`src/rtl/scan_decoder_pkg.sv`:
```
// Shared types and the one-hot helper for the scan_decoder block.
// Width-independent so both RTL and models can reuse onehot().
package scan_decoder_pkg;

    typedef enum logic [1:0] {IDLE, DIRECT, SCAN} state_t;
    typedef enum logic {MODE_DIRECT, MODE_SCAN} mode_t;

    localparam int MAX_SEL_WIDTH = 8;
    localparam int MAX_OUT_COUNT = 2 ** MAX_SEL_WIDTH;

    function automatic logic [MAX_OUT_COUNT-1:0] onehot(input logic [MAX_SEL_WIDTH-1:0] code);
        onehot       = '0;
        onehot[code] = 1'b1;
    endfunction

endpackage

```
`src/rtl/scan_decoder_dwell_timer.sv`:
```
// Dwell timer: counts clocks while run is high and pulses expire on the last
// clock of each DWELL_CYCLES-long window; clear restarts the window.
module scan_decoder_dwell_timer #(
    parameter int DWELL_CYCLES = 16
) (
    input  logic clk,
    input  logic rst_n,
    input  logic clear,
    input  logic run,
    output logic expire
);

    localparam int CNT_W = $clog2(DWELL_CYCLES + 1);
    localparam logic [CNT_W-1:0] LAST = CNT_W'(DWELL_CYCLES - 1);

    logic [CNT_W-1:0] count;

    assign expire = run && !clear && (count == LAST);

    always_ff @(posedge clk or negedge rst_n) begin
        if (!rst_n) begin
            count <= '0;
        end else if (clear) begin
            count <= '0;
        end else if (run) begin
            count <= expire ? '0 : count + 1'b1;
        end
    end

endmodule

```
`src/rtl/scan_decoder.sv`:
```
// Registered N:2^N one-hot decoder with handshaked DIRECT mode and self-sequencing SCAN mode.
// Optional SCAN_DECODER_TRISTATE_EN: Data_Out floats to 'z while idle (reset still drives 0).
module scan_decoder
    import scan_decoder_pkg::*;
#(
    parameter int SEL_WIDTH    = 4,
    parameter int DWELL_CYCLES = 16,
    localparam int OUT_COUNT   = 2 ** SEL_WIDTH
) (
    input  logic                 Clk_In,
    input  logic                 Reset_n_In,
    input  logic                 Enable_In,
    input  logic                 Mode_In,
    input  logic                 Valid_In,
    output logic                 Ready_Out,
    input  logic [SEL_WIDTH-1:0] Encoded_Value_In,
    input  logic [SEL_WIDTH-1:0] Scan_Limit_In,
    output logic [OUT_COUNT-1:0] Data_Out,
    output logic [SEL_WIDTH-1:0] Index_Out,
    output logic                 Valid_Out,
    output logic                 Scan_Wrap_Out
);

    state_t               state;
    logic [OUT_COUNT-1:0] data_q;
    logic [SEL_WIDTH-1:0] next_idx;
    logic                 in_scan, not_scan, go_scan, go_direct, expire;

    assign in_scan   = (state == SCAN);
    assign not_scan  = !in_scan;
    assign go_scan   = Enable_In && (mode_t'(Mode_In) == MODE_SCAN);
    assign go_direct = Enable_In && (mode_t'(Mode_In) == MODE_DIRECT);
    assign next_idx  = Index_Out + 1'b1;

    scan_decoder_dwell_timer #(
        .DWELL_CYCLES(DWELL_CYCLES)
    ) u_dwell (
        .clk   (Clk_In),
        .rst_n (Reset_n_In),
        .clear (not_scan),
        .run   (in_scan),
        .expire(expire)
    );

`ifdef SCAN_DECODER_TRISTATE_EN
    logic hiz_q;
    assign Data_Out = hiz_q ? {OUT_COUNT{1'bz}} : data_q;
`else
    assign Data_Out = data_q;
`endif

    always_ff @(posedge Clk_In or negedge Reset_n_In) begin
        if (!Reset_n_In) begin
            state         <= IDLE;
            data_q        <= '0;
            Index_Out     <= '0;
            Valid_Out     <= 1'b0;
            Ready_Out     <= 1'b0;
            Scan_Wrap_Out <= 1'b0;
`ifdef SCAN_DECODER_TRISTATE_EN
            hiz_q         <= 1'b0;
`endif
        end else begin
            Scan_Wrap_Out <= 1'b0;
`ifdef SCAN_DECODER_TRISTATE_EN
            hiz_q         <= !Enable_In;
`endif
            if (go_scan) begin
                state     <= SCAN;
                Ready_Out <= 1'b0;
                Valid_Out <= 1'b1;
                if (!in_scan) begin
                    Index_Out <= '0;
                    data_q    <= OUT_COUNT'(onehot('0));
                end else if (expire) begin
                    // >= also catches a limit lowered below the current index
                    if (Index_Out >= Scan_Limit_In) begin
                        Index_Out     <= '0;
                        data_q        <= OUT_COUNT'(onehot('0));
                        Scan_Wrap_Out <= 1'b1;
                    end else begin
                        Index_Out <= next_idx;
                        data_q    <= OUT_COUNT'(onehot(MAX_SEL_WIDTH'(next_idx)));
                    end
                end
            end else if (go_direct) begin
                state     <= DIRECT;
                Ready_Out <= 1'b1;
                if ((state == DIRECT) && Valid_In && Ready_Out) begin
                    Index_Out <= Encoded_Value_In;
                    data_q    <= OUT_COUNT'(onehot(MAX_SEL_WIDTH'(Encoded_Value_In)));
                    Valid_Out <= 1'b1;
                end
            end else begin
                state     <= IDLE;
                Ready_Out <= 1'b0;
                Valid_Out <= 1'b0;
                data_q    <= '0;
            end
        end
    end

endmodule
```
`config.mk`:
```
export PLATFORM = sky130hd
export DESIGN_NAME = scan_decoder
export DESIGN_NICKNAME = d
export VERILOG_FILES = /design/src/rtl/scan_decoder_pkg.sv /design/src/rtl/scan_decoder_dwell_timer.sv /design/src/rtl/scan_decoder.sv
export SDC_FILE = /design/constraint.sdc
export NUM_CORES = 1
export LEC_CHECK = 0
export ABC_AREA = 1
export CORE_ASPECT_RATIO = 1.1
export CORE_UTILIZATION = 45
export CTS_CLUSTER_SIZE = 40
export DETAILED_ROUTE_END_ITERATION = 8
export PLACE_DENSITY_LB_ADDON = 0.08
export SYNTH_ARGS = -nofsm -noshare
export SYNTH_HDL_FRONTEND = slang
export SYNTH_SLANG_ARGS = --single-unit
```
`constraint.sdc`:
```
create_clock -name Clk_In -period 1.97 [get_ports Clk_In]
set_input_delay 0.197 -clock Clk_In [delete_from_list [all_inputs] [get_ports Clk_In]]
set_output_delay 0.197 -clock Clk_In [all_outputs]
set_load 0.02 [all_outputs]
```
=== Yosys cells after proc, flatten, opt, wreduce, memory -nomap -nowiden ===
Cells that the tools add are included.

* Flip-flop bits (word level): 30
* Word-level logic and storage cells: 60
* Output and inout port bits: 23
* Bits of input ports: 13

* $add $sub $neg: 2
* Muxes and demuxes: 29
* Reduce and logical (&&, ||, !) cells: 11
* Magnitude comparators: 5
* Bitwise operators: 1
* Eq/ne operators: 5

{| class="wikitable"
|+ Operators by type and width
! operator !! number
|-
| $mux 16 || 6
|-
| $mux 4 || 6
|-
| $lt 4x9->1 const B || 2
|-
| $mux 1 || 12
|-
| $mux 5 || 2
|-
| $demux 1 s4 || 2
|-
| $ge 4x1->1 const B || 2
|-
| $logic_and 1x1->1 || 7
|-
| $ne 3x2->1 const B || 2
|-
| $add 5x1->5 const B || 1
|-
| $eq 5x4->1 const B || 1
|-
| $add 4x1->4 const B || 1
|-
| $ge 4x4->1 || 1
|-
| $reduce_bool 2->1 || 2
|-
| $reduce_and 3->1 || 1
|-
| $eq 2x1->1 const B || 1
|-
| $eq 2x2->1 const B || 1
|-
| $mux 2 || 1
|-
| $reduce_and 2->1 || 1
|-
| $not 1->1 || 1
|}

=== Depth between registers and ports, before layout ===
Gate-level depths: netlist of the first run.

* Depth in word-level cells: 9
* Gate-level depth with buffers: 12
* Depth with buffers taken out: 11

=== Hierarchy ===
Synthesis of the first run repeated with hierarchy kept, for this count alone.

* Cell total of the unflattened synthesis: 232
* Area total of the unflattened synthesis: 1754.2 µm²

{| class="wikitable"
|+ Modules (own cells, without submodules)
! module !! seq. area each (µm²) !! cells each !! area an instance (µm²) !! instances
|-
| scan_decoder || 600.6 || 198 || 1493.9 || 1
|-
| scan_decoder_dwell_timer || 125.1 || 34 || 260.2 || 1
|}

=== Worst setup path after synthesis of the first run ===
Ideal clock, no wire load.

* Path kind: register to register
* From: register Index_Out[0]
* To: register data_q[10] (netlist: Data_Out[10])
* Cell stages (with the launch flop): 9
* Data required time: 1897 ps
* Path buffers: 1
* Slack: 278 ps
* Library setup time: 73 ps
* Clock period less this slack: 1692 ps
* Arrival time: 1619 ps
* Cells stage by stage: dfrtp_1 -> inv_1 -> ha_1 -> nand4_1 -> nand3_1 -> nor2_1 -> buf_2 -> nand3_1 -> a21oi_2

* Word-level cells in the longest chain between the ends: 9
* Elaborated cells between the ends (all ways): 11
* Those cells by class: add/sub: 1; order compare: 3; mux: 6; reduce/logical: 1

{| class="wikitable"
|+ Ends and longest elaborated chain
! what !! RTL line !! source
|-
| from (decl) || scan_decoder.sv:19 || <nowiki>output logic [SEL_WIDTH-1:0] Index_Out,</nowiki>
|-
| from (signal assigned) || scan_decoder.sv:82 || <nowiki>Index_Out <= next_idx;</nowiki>
|-
| from (signal assigned) || scan_decoder.sv:90 || <nowiki>Index_Out <= Encoded_Value_In;</nowiki>
|-
| $add 4x1->4 || scan_decoder.sv:33 || <nowiki>assign next_idx = Index_Out + 1'b1;</nowiki>
|-
| $lt 4x9->1 (implied by the code) / $ge 4x1->1 (equally long branches) || scan_decoder_pkg.sv:13 || <nowiki>onehot[code] = 1'b1;</nowiki>
|-
| $logic_and 1x1->1 (implied by the code) || scan_decoder_pkg.sv:13 ||
|-
| $mux 1 (implied by the code) || scan_decoder_pkg.sv:13 ||
|-
| $demux 1 s4 || scan_decoder_pkg.sv:13 ||
|-
| $mux 16 (*) || scan_decoder.sv:77 || <nowiki>if (Index_Out >= Scan_Limit_In) begin</nowiki>
|-
| $mux 16 (*) || scan_decoder.sv:75 || <nowiki>end else if (expire) begin</nowiki>
|-
| $mux 16 (*) || scan_decoder.sv:72 || <nowiki>if (!in_scan) begin</nowiki>
|-
| $mux 16 (*) || scan_decoder.sv:68 || <nowiki>if (go_scan) begin</nowiki>
|-
| to (signal assigned) || scan_decoder.sv:74 || <nowiki>data_q <= OUT_COUNT'(onehot('0));</nowiki>
|-
| to (signal assigned) || scan_decoder.sv:79 || <nowiki>data_q <= OUT_COUNT'(onehot('0));</nowiki>
|-
| to (signal assigned) || scan_decoder.sv:83 || <nowiki>data_q <= OUT_COUNT'(onehot(MAX_SEL_WIDTH'(next_idx)));</nowiki>
|-
| to (decl) || scan_decoder.sv:25 || <nowiki>logic [OUT_COUNT-1:0] data_q;</nowiki>
|}

Mark *: on every way between the ends. The rest lies on a longest branch, timed or not. The select of a mux whose other input is x is not followed.
A chain may end at the register's enable or synchronous reset.

=== Final worst setup path of the first run ===
* From: register Index_Out[1]
* To: register data_q[15] (netlist: Data_Out[15])

The elaborated chain is that of the path after synthesis.

==> impl_summary.txt, run 1 <==
----------------------------------------------------
[Clocking]
  CTS clk-pin slew, worst paths ... approximately 0.070 ns
  Hold Buf Count CTS ... 0
  Max Buffers Root-to-Sink ... 2
  Post-cts gate resize count ... 0
  TritonCTS Sinks ... 29
  CTS tree ... done
  Number of buffers inserted by post-CTS setup repair ... 0
  Worst-skew pair later-pin latency ... around 0.28 ns
  CTS HTree Levels ... 2
  Clock root buffer master ... sky130_fd_sc_hd__clkbuf_8
  TritonCTS Buffers ... 5

[Pwr]
  Switching share of total power ... approximately 34%
  Part of the power in registers ... a little under two fifths
  Net switching power of the design ... 0.626 mW
  Power Internal ... approximately 1.2 mW
  Worst-case vdd ir drop ... 0.000506 V
  Power density cells ... about 760 nW/um^2
  Leakage power of the design ... around 1.1 nW
  Portion of total power attributed to the clock network ... roughly 29%
  Share of total power in combinational logic ... between 30% and 40%

[Finish]
  Final antenna diode count ... 0
  Utilization after layout ... approximately 60%
  Number of nets in the final layout ... between 300 and 400
  Fraction of final layout cells with drive strength greater than 1 ... between 10% and 20%
  Final design area excluding fillers ... between 2000 and 2500 sq um
  Synth-to-Final Area Change ... 29.6%

[STA]
  Unrepaired setup endpoints after global routing ... no
  Hold Vio Cnt, Final ... 0
  Final-report max-slew violation count ... 0
  Worst Hold Margin ... 0.300 ns
  Worst-margin pin slew ... ~0.37 ns
  Relative slew slack ... about three quarters
  Highest attainable clock frequency ... a little under 600 MHz
  Setup Skew ... 0.00726 ns
  Setup TNS Final ... 0 ns
  Min cycle time layout ... 1.71 ns
  Crit share post-route ... between 80% and 90%
  Final setup vio count ... 0

[Floorplan]
  Core Box Area ... slightly below 4000 sq um
  Std-Cell Rows ... 24
  Area of the die ... around 4400 sq um
  Initial Util ... 47.1%
  Die Span X ... 63.4 um
  Vertical extent of the die ... 69.5 um
  Ports ... 36

[Logic synthesis]
  Cell taking the most area after synthesis ... sky130_fd_sc_hd__dfrtp_1
  FFs w/ async S/R, synth ... between 90% and 100%
  Top cells by area, synth ... sky130_fd_sc_hd__dfrtp_1 (39%), sky130_fd_sc_hd__nor2_1 (10%), sky130_fd_sc_hd__a21oi_1 (7.8%)
  Number of synthesis warnings ... 0
  Number of enable-type register cells in the synthesized netlist ... 0
  Post-synthesis net count ... about 270
  Area of the mapped netlist ... between 1500 and 2000 sq um
  Sequential share of the synthesized area ... slightly below 40%
  Synthesized area divided by synthesized cell count ... around 7.6 sq um
  Cell with the most instances after synthesis ... sky130_fd_sc_hd__nor2_1
  Primary FF master, synth ... sky130_fd_sc_hd__dfrtp_1
  Share of the synthesized area in the top cell type ... 38.9%
  Number of storage elements in the synthesis netlist ... 29
  Number of standard cells after synthesis ... around 250
  Commonest cells post-synth ... sky130_fd_sc_hd__nor2_1 (51), sky130_fd_sc_hd__a21oi_1 (29), sky130_fd_sc_hd__dfrtp_1 (29)
  Number of different library cells in the post-synthesis netlist ... 22

[Drt]
  Pre-antenna DRT Iters ... 4
  Remaining routing DRC violations ... 0
  Vias ... around 1700
  Initial drt markers ... 61
  Routed length per placed instance ... around 12 um
  Mean number of vias per cell ... 4.91
  Final wirelength ... approximately 4200 um
  Antenna-violating nets left ... 0

[Run status]
  Outcome ... completed

[Worst setup path]
  Arrival time reported for the critical path endpoint ... around 1.9 ns
  Required time of the critical path ... roughly 2.2 ns
  Category of the critical setup timing path ... reg -> reg
  Endpoint class of the critical path ... flip-flop
  Maximum net fanout on the critical path ... 8
  Startpoint type of the worst setup path ... flip-flop
  Depth of the most critical reg-to-reg path ... 9

[Hold path]
  Worst hold-check path type ... in -> async

[Flow run]
  Maxcap violations ... 0

[GRT]
  Tot GR Track Use ... ~22%
  Via count of the first global-routing pass ... 1670
  Global Route met2 Usage ... between 30% and 40%
  GR peak layer ... met2
  Antenna violations before repair ... 0
  Met1 routing resource usage after global routing ... between 20 and 30%
  GRT Residual Overflow ... 0
  Wire length of the first global-routing pass ... between 7000 and 8000 um
  Maximum number of pins on one net before global-route repair ... 30
  Fraction of met3 tracks used by global routing ... between 3 and 4%

[Placement]
  Count of input and output buffers ... 35
  Placement Cell Area ... between 2000 and 2500 sq um
  Routability cong. ... 0.975
  Placed wire-length estimate ... about 3200 um

----------------------------------------------------
==> sequential cells by signal (all words and copies together), names as in the netlist <==
signal         cells
state              2
Scan_Wrap_Out      1
Index_Out          4
Valid_Out          1
Data_Out          16
u_dwell.count      5
==> path summary, 6_finish.rpt <==
| path | to | startpoint | slack [ns] |
|---|---|---|---|
| max | Data_Out[15] | Index_Out[1] | 0.26 |
| max in group asynchronous | Data_Out[6] | Reset_n_In | 1.39 |
| min in group Clk_In | u_dwell.count[0] | u_dwell.count[0] | 0.46 |
| min | u_dwell.count[4] | Reset_n_In | 0.30 |
| max reg2reg | Data_Out[15] | Index_Out[1] | 0.26 |
| min reg2reg | u_dwell.count[0] | u_dwell.count[0] | 0.46 |
==> metal layers <==
metal | share of wire, % | vias up | wire length (um)
li1 | - | 880 | -
met1 | 47 | 765 | 1980
met2 | 47 | 30 | 1990
met3 | 3.3 | 9 | 139
met4 | 2.0 | 0 | 85
met5 | 0 | - | 0
==> power groups by stage <==
stage               clock (mW)  combinational, mW  sequential [mW]
CTS                      0.557              0.618            0.680
detailed placement           0              0.616            0.690
finish                   0.538              0.614            0.679
global placement             0              0.614            0.689
floorplan                    0              0.300            0.761
global route             0.575              0.681            0.686
==> cell families (layout without fill, tap and decap cells) <==
kind of cell | count (synthesis) | in the layout | synth area share, %
DFF | 29 | 29 | 38.9
AOI/OAI and AO/OA | 39 | 39 | 12.5
xor gates and xnor gates | 1 | 1 | 0.470
adders and majority gates | 10 | 10 | 6.71
and+or+nand+nor | 130 | 130 | 33.2
buffers and inverters | 36 | 82 | 8.25
==> cell usage in the layout, fill, tap and decap left out, drive strengths merged <==
| cell | count |
|---|---|
| ha | 10 |
| clkdlybuf4s50 | 35 |
| xor2 | 1 |
| a21oi | 39 |
| buf | 10 |
| nor3 | 9 |
| clkbuf | 7 |
| nand4 | 2 |
| dfrtp | 29 |
| inv | 28 |
| nand2 | 25 |
| clkinv | 2 |
| nand3b | 1 |
| nor2 | 64 |
| nand3 | 29 |
==> critical path: stages (launching register included) <==
cell	delay, ns
sky130_fd_sc_hd__dfrtp_1	0.38
sky130_fd_sc_hd__buf_4	0.16
sky130_fd_sc_hd__ha_1	0.19
sky130_fd_sc_hd__nand2_1	0.06
sky130_fd_sc_hd__inv_1	0.03
sky130_fd_sc_hd__nor2_1	0.22
sky130_fd_sc_hd__nand3_1	0.24
sky130_fd_sc_hd__nor2_1	0.14
sky130_fd_sc_hd__nand3_1	0.08
sky130_fd_sc_hd__a21oi_1	0.14
==> area by class of cell <==
type	instances	area, sq um
Fill cell	410	1550
Multi-Input combinational cell	180	986
Sequential cell	29	726
Timing Repair Buffer	45	425
Inverter	29	114
Clock buffer	7	96.3
Tap cell	52	65.1
Clock inverter	1	5.00
==> through the flow <==
stage          std cells  setup slack, ns  power [mW]
2_1_floorplan        245            0.278        1.06
3_3_place_gp         335           0.0741        1.30
3_5_place_dp         335           0.0373        1.31
4_1_cts              343            0.258        1.86
5_1_grt              343            0.124        1.94
6_report             343            0.258        1.83
(Power assumes the default switching activity.)
==> run 2, diff against run 1 <==
--- a/config.mk
+++ b/config.mk
@@ -7,10 +7,12 @@
 export LEC_CHECK = 0
 export ABC_AREA = 1
 export CORE_ASPECT_RATIO = 1.1
-export CORE_UTILIZATION = 45
+export CORE_UTILIZATION = 50
 export CTS_CLUSTER_SIZE = 40
 export DETAILED_ROUTE_END_ITERATION = 8
+export GPL_TIMING_DRIVEN = 0
 export PLACE_DENSITY_LB_ADDON = 0.08
 export SYNTH_ARGS = -nofsm -noshare
 export SYNTH_HDL_FRONTEND = slang
 export SYNTH_SLANG_ARGS = --single-unit
+export TNS_END_PERCENT = 20
==> impl_summary.txt, run 2 (synthesis gave the netlist of run 1 again) <==
----------------------------------------------------
[Run status]
  Outcome ... completed

[Pwr]
  Share of total power in combinational logic ... 35.3%
  Part of the power in registers ... 43.0%
  Power Internal ... between 1 and 1.5 mW
  Leakage power of the design ... between 1 and 1.5 nW
  Switching share of total power ... 38.1%
  Power density cells ... 693 nW/um^2
  Worst-case vdd ir drop ... 0.000452 V
  Portion of total power attributed to the clock network ... a little over a fifth
  Net switching power of the design ... between 0.6 and 0.7 mW

[Worst setup path]
  Worst reg-to-reg setup slack ... about 0.16 ns
  Required time of the critical path ... 2.22 ns
  Startpoint type of the worst setup path ... flip-flop
  Arrival time reported for the critical path endpoint ... between 2 and 2.5 ns
  Startpoint of the lowest-slack register-to-register path ... Index_Out[1]
  Maximum net fanout on the critical path ... 10
  Setup crit start ... Index_Out[1]
  Endpoint class of the critical path ... flip-flop
  Category of the critical setup timing path ... reg -> reg
  Depth of the most critical reg-to-reg path ... 9

[STA]
  Least setup slack across all paths after layout ... about 0.16 ns
  Min cycle time layout ... about 1.8 ns
  Worst Hold Margin ... 0.418 ns
  Relative slew slack ... between 50% and 60%
  Final-report max-slew violation count ... 0
  Highest attainable clock frequency ... 553 MHz
  Hold Vio Cnt, Final ... 0
  Setup Skew ... roughly 0.013 ns
  Worst-margin pin slew ... roughly 0.64 ns
  Crit share post-route ... 91.8%
  Unrepaired setup endpoints after global routing ... no
  Final setup vio count ... 0

[Placement]
  Pre-CTS setup slack ... -0.0300 ns
  Count of input and output buffers ... 35
  Routability cong. ... slightly below 1
  Placed wire-length estimate ... roughly 3200 um

[Flow run]
  Maxcap violations ... 0

[GRT]
  Via count of the first global-routing pass ... approximately 1600
  Maximum number of pins on one net before global-route repair ... 30
  GRT Residual Overflow ... 0
  Tot GR Track Use ... between 20 and 25%
  Wire length of the first global-routing pass ... about 7000 um
  Antenna violations before repair ... 0

[Clocking]
  Number of buffers inserted by post-CTS setup repair ... 0
  TritonCTS Sinks ... 29
  CTS clk-pin slew, worst paths ... 0.10 ns
  CTS tree ... done
  CTS HTree Levels ... 2
  Worst-skew pair later-pin latency ... roughly 0.33 ns
  Clock root buffer master ... sky130_fd_sc_hd__clkbuf_4
  Max Buffers Root-to-Sink ... 2
  TritonCTS Buffers ... 5

[Floorplan]
  Vertical extent of the die ... approximately 66 um
  Area of the die ... a little under 4000 sq um
  Ports ... 36
  Die Span X ... around 60 um
  Initial Util ... 54.2%
  Core Box Area ... approximately 3400 sq um
  Std-Cell Rows ... 22

[Hold path]
  Worst hold-check path type ... in -> async

[Drt]
  Mean number of vias per cell ... 5.10
  Initial drt markers ... 58
  Vias ... approximately 1700
  Remaining routing DRC violations ... 0
  Antenna-violating nets left ... 0
  Routed length per placed instance ... between 10 and 15 um
  Pre-antenna DRT Iters ... 4
  Final wirelength ... 4220 um

[Finish]
  Most frequent standard cell in the layout excluding fill and tap cells ... sky130_fd_sc_hd__nor2_1
  Number of nets in the final layout ... approximately 310
  FF+latch area ... just over 700 sq um
  Fraction of final layout cells with drive strength greater than 1 ... between 10% and 20%
  Synth-to-Final Area Change ... 25.6%
  Number of filler instances in the final layout ... 303
  Max FFs per register ... 16
  Multi-input gate area ... just under 1000 sq um
  Final antenna diode count ... 0
  Leading cell types in the layout, fill and taps excluded ... sky130_fd_sc_hd__nor2_1 (51), sky130_fd_sc_hd__clkdlybuf4s50_1 (34), sky130_fd_sc_hd__a21oi_1 (29)

----------------------------------------------------
run 2: worst max-delay path, stage by stage, from the launching register on:
cell and delay (ns):
sky130_fd_sc_hd__dfrtp_1 0.49, sky130_fd_sc_hd__ha_1 0.33, sky130_fd_sc_hd__nand2_1 0.07, sky130_fd_sc_hd__nand2_1 0.04
sky130_fd_sc_hd__nand2_1 0.05, sky130_fd_sc_hd__nand3_1 0.10, sky130_fd_sc_hd__nor2_1 0.14, sky130_fd_sc_hd__clkbuf_4 0.22
sky130_fd_sc_hd__nand3_1 0.10, sky130_fd_sc_hd__a21oi_1 0.17
run 2: layer usage:
| metal | vias to the layer above | GRT usage, % | wire (um) |
|---|---|---|---|
| li1 | 881 | - | - |
| met2 | 42 | 40.0 | 2090 |
| met5 | - | 0 | 0 |
| met3 | 5 | 5.28 | 190 |
| met4 | 0 | 9.88 | 64 |
| met1 | 792 | 31.0 | 1880 |
run 2: timing repair:
item,4_1_cts,5_1_grt
hold buffers,0,1
gates resized for setup,0,3
endpoints found under the hold margin,0,29
setup endpoints to repair,0,17
run 2: final timing paths:
kind                               endpoint
min in group Clk_In        u_dwell.count[0]
max in group asynchronous      Index_Out[0]
setup reg to reg                Data_Out[1]
hold / removal             u_dwell.count[3]
setup / recovery                Data_Out[1]
hold reg to reg            u_dwell.count[0]
run 2: layout make-up:
cell class	instances	share of cell area, %
Clock inverter	3	0.748
Tap cell	48	2.56
Buffer	7	1.92
Inverter	29	4.86
Multi-Input combinational cell	180	42.1
Timing Repair Buffer	36	15.2
Clock buffer	5	1.60
Sequential cell	29	31.0
run 2: through the flow:
step	setup TNS [ns]	cell area (sq um)	power (mW)	util [%]	std cells
floorplan	0	1870	1.06	-	245
global placement	-0.0645	2280	1.27	66.1	328
detailed placement	-0.229	2280	1.28	66.1	328
CTS	0	2330	1.63	67.7	336
global route	0	2340	1.73	68.1	337
finish	0	2340	1.62	68.1	337
run 2: power by group through the flow:
| stage | registers (mW) | logic [mW] | clock network, mW |
|---|---|---|---|
| 6_report | 0.699 | 0.574 | 0.351 |
| 5_1_grt | 0.707 | 0.636 | 0.382 |
| 4_1_cts | 0.699 | 0.570 | 0.362 |
| 3_5_place_dp | 0.709 | 0.569 | 0 |
| 3_3_place_gp | 0.708 | 0.559 | 0 |
| 2_1_floorplan | 0.761 | 0.300 | 0 |
==> run 3, diff against run 2 <==
--- a/config.mk
+++ b/config.mk
@@ -6,9 +6,10 @@
 export NUM_CORES = 1
 export LEC_CHECK = 0
 export ABC_AREA = 1
+export CAP_MARGIN = 20
 export CORE_ASPECT_RATIO = 1.1
+export CORE_MARGIN = 2
 export CORE_UTILIZATION = 50
-export CTS_CLUSTER_SIZE = 40
 export DETAILED_ROUTE_END_ITERATION = 8
 export GPL_TIMING_DRIVEN = 0
 export PLACE_DENSITY_LB_ADDON = 0.08
==> impl_summary.txt, run 3 (synthesis gave the netlist of run 1 again) <==
----------------------------------------------------
[Drt]
  Mean number of vias per cell ... slightly above 5
  Routed length per placed instance ... 12.5 um
  Pre-antenna DRT Iters ... 4
  Final wirelength ... ~4300 um
  Vias ... about 1700
  Antenna-violating nets left ... 0
  Initial drt markers ... a little under 80
  Remaining routing DRC violations ... 0

[Clocking]
  Max Buffers Root-to-Sink ... 2
  TritonCTS Sinks ... 29
  Worst-skew pair later-pin latency ... about 0.28 ns
  Clock root buffer master ... sky130_fd_sc_hd__clkbuf_8
  CTS tree ... done
  Number of buffers inserted by post-CTS setup repair ... 0
  TritonCTS Buffers ... 5
  CTS clk-pin slew, worst paths ... roughly 0.060 ns
  CTS HTree Levels ... 2

[Flow run]
  Maxcap violations ... 0

[Floorplan]
  Std-Cell Rows ... 23
  Initial Util ... between 50% and 60%
  Area of the die ... approximately 4200 sq um
  Die Span X ... 62.2 um
  Ports ... 36
  Core Box Area ... 3600 sq um
  Vertical extent of the die ... around 68 um

[Worst setup path]
  Category of the critical setup timing path ... reg -> reg
  Number of buffers and inverters on the critical path ... 1
  Critical Path Most Common Cell ... sky130_fd_sc_hd__nand2_1
  Arrival time reported for the critical path endpoint ... roughly 2 ns
  Kind of cell adding the most delay to the critical path ... simple AND/OR/NAND/NOR gates
  Maximum net fanout on the critical path ... 10
  Worst-path cell chain ... ha_1 > nand2_1 > nand2_1 > nand2_1 > nand3_1 > nor2_1 > buf_2 > nand3_1 > a21oi_1
  Endpoint class of the critical path ... flip-flop
  Required time of the critical path ... 2.17 ns
  Startpoint type of the worst setup path ... flip-flop
  Largest stage delay on the critical path ... about 0.48 ns
  CP max stage cell ... sky130_fd_sc_hd__dfrtp_1

[Finish]
  Max FFs per register ... 16
  Final antenna diode count ... 0
  Most frequent standard cell in the layout excluding fill and tap cells ... sky130_fd_sc_hd__nor2_1
  Synth-to-Final Area Change ... 28.4%
  Leading cell types in the layout, fill and taps excluded ... sky130_fd_sc_hd__nor2_1 (51), sky130_fd_sc_hd__clkdlybuf4s50_1 (35), sky130_fd_sc_hd__a21oi_1 (29)
  Number of nets in the final layout ... between 300 and 400
  Fraction of final layout cells with drive strength greater than 1 ... 15.9%
  Utilization after layout ... 66.6%
  Number of filler instances in the final layout ... between 300 and 400

[Pwr]
  Power density cells ... 754 nW/um^2
  Total power draw ... about 1.8 mW
  Leakage power of the design ... ~1.1 nW
  Worst-case vdd ir drop ... roughly 0.00043 V

[Run status]
  Outcome ... completed

[Placement]
  Placed wire-length estimate ... 3340 um
  Routability cong. ... 0.957
  Count of input and output buffers ... 35

[STA]
  Final setup vio count ... 0
  Hold Vio Cnt, Final ... 0
  Highest attainable clock frequency ... 560 MHz
  Relative slew slack ... between 50% and 60%
  Worst-margin pin slew ... roughly 0.73 ns
  Unrepaired setup endpoints after global routing ... no
  Final-report max-slew violation count ... 0
  Setup Skew ... ~0.0048 ns
  Crit share post-route ... about nine tenths
  Min cycle time layout ... about 1.8 ns

[GRT]
  Maximum number of pins on one net before global-route repair ... 16
  Antenna violations before repair ... 0
  GRT Residual Overflow ... 0
  Via count of the first global-routing pass ... 1579
  Tot GR Track Use ... a little over a fifth
  Wire length of the first global-routing pass ... 7180 um

[Hold path]
  Worst hold-check path type ... in -> async

----------------------------------------------------
==> run 3: stage by stage <==
stage | TNS, ns | std cells | hold slack, ns | cell area [sq um] | worst slack, ns
6_report | 0 | 339 | 0.351 | 2400 | 0.185
5_1_grt | 0 | 339 | 0.419 | 2400 | 0.00365
4_1_cts | 0 | 339 | 0.376 | 2390 | 0.125
3_5_place_dp | -0.118 | 331 | 0.486 | 2290 | -0.0278
3_3_place_gp | -0.0589 | 330 | 0.459 | 2280 | -0.0122
2_1_floorplan | 0 | 245 | -0.0986 | 1870 | 0.278
==> run 3: area by class of cell <==
class / instances / area [sq um] / area share [%]
Inverter: 29 / 114 / 4.75
Tap cell: 50 / 62.6 / 2.61
Sequential cell: 29 / 727 / 30.3
Multi-Input combinational cell: 180 / 986 / 41.1
Clock buffer: 7 / 96.3 / 4.02
Clock inverter: 1 / 5.00 / 0.209
Buffer: 7 / 40.0 / 1.67
Timing Repair Buffer: 36 / 365 / 15.2
==> run 3: path summary, 6_finish.rpt <==
check                           cells past startpoint               end  slack [ns]             start
worst min register to register                      1  u_dwell.count[0]        0.48  u_dwell.count[0]
worst min-delay path                                1          state[1]        0.35        Reset_n_In
max in group asynchronous                           2       Data_Out[6]        1.06        Reset_n_In
min in group Clk_In                                 1  u_dwell.count[0]        0.48  u_dwell.count[0]
worst max register to register                      9       Data_Out[3]        0.18      Index_Out[1]
worst max-delay path                                9       Data_Out[3]        0.18      Index_Out[1]
==> run 3: where the power goes <==
group          leakage [nW]  switching, mW  internal, mW
Combinational         0.643          0.344         0.228
Clock                0.0542          0.220         0.315
Sequential            0.373         0.0530         0.647
==> run 3: layer usage <==
metal | up-vias | GRT usage (%) | wire, um
met2 | 39 | 37.0 | 2060
met5 | - | 0 | 0
met3 | 9 | 4.11 | 157
li1 | 887 | - | -
met4 | 0 | 8.89 | 72
met1 | 798 | 28.6 | 1970
==> run 3: repair_timing <==
action                     CTS  global route
hold endpoints to repair     0             0
gates resized for setup      0             1
setup endpoints to repair    0             7
hold buffers                 0             0
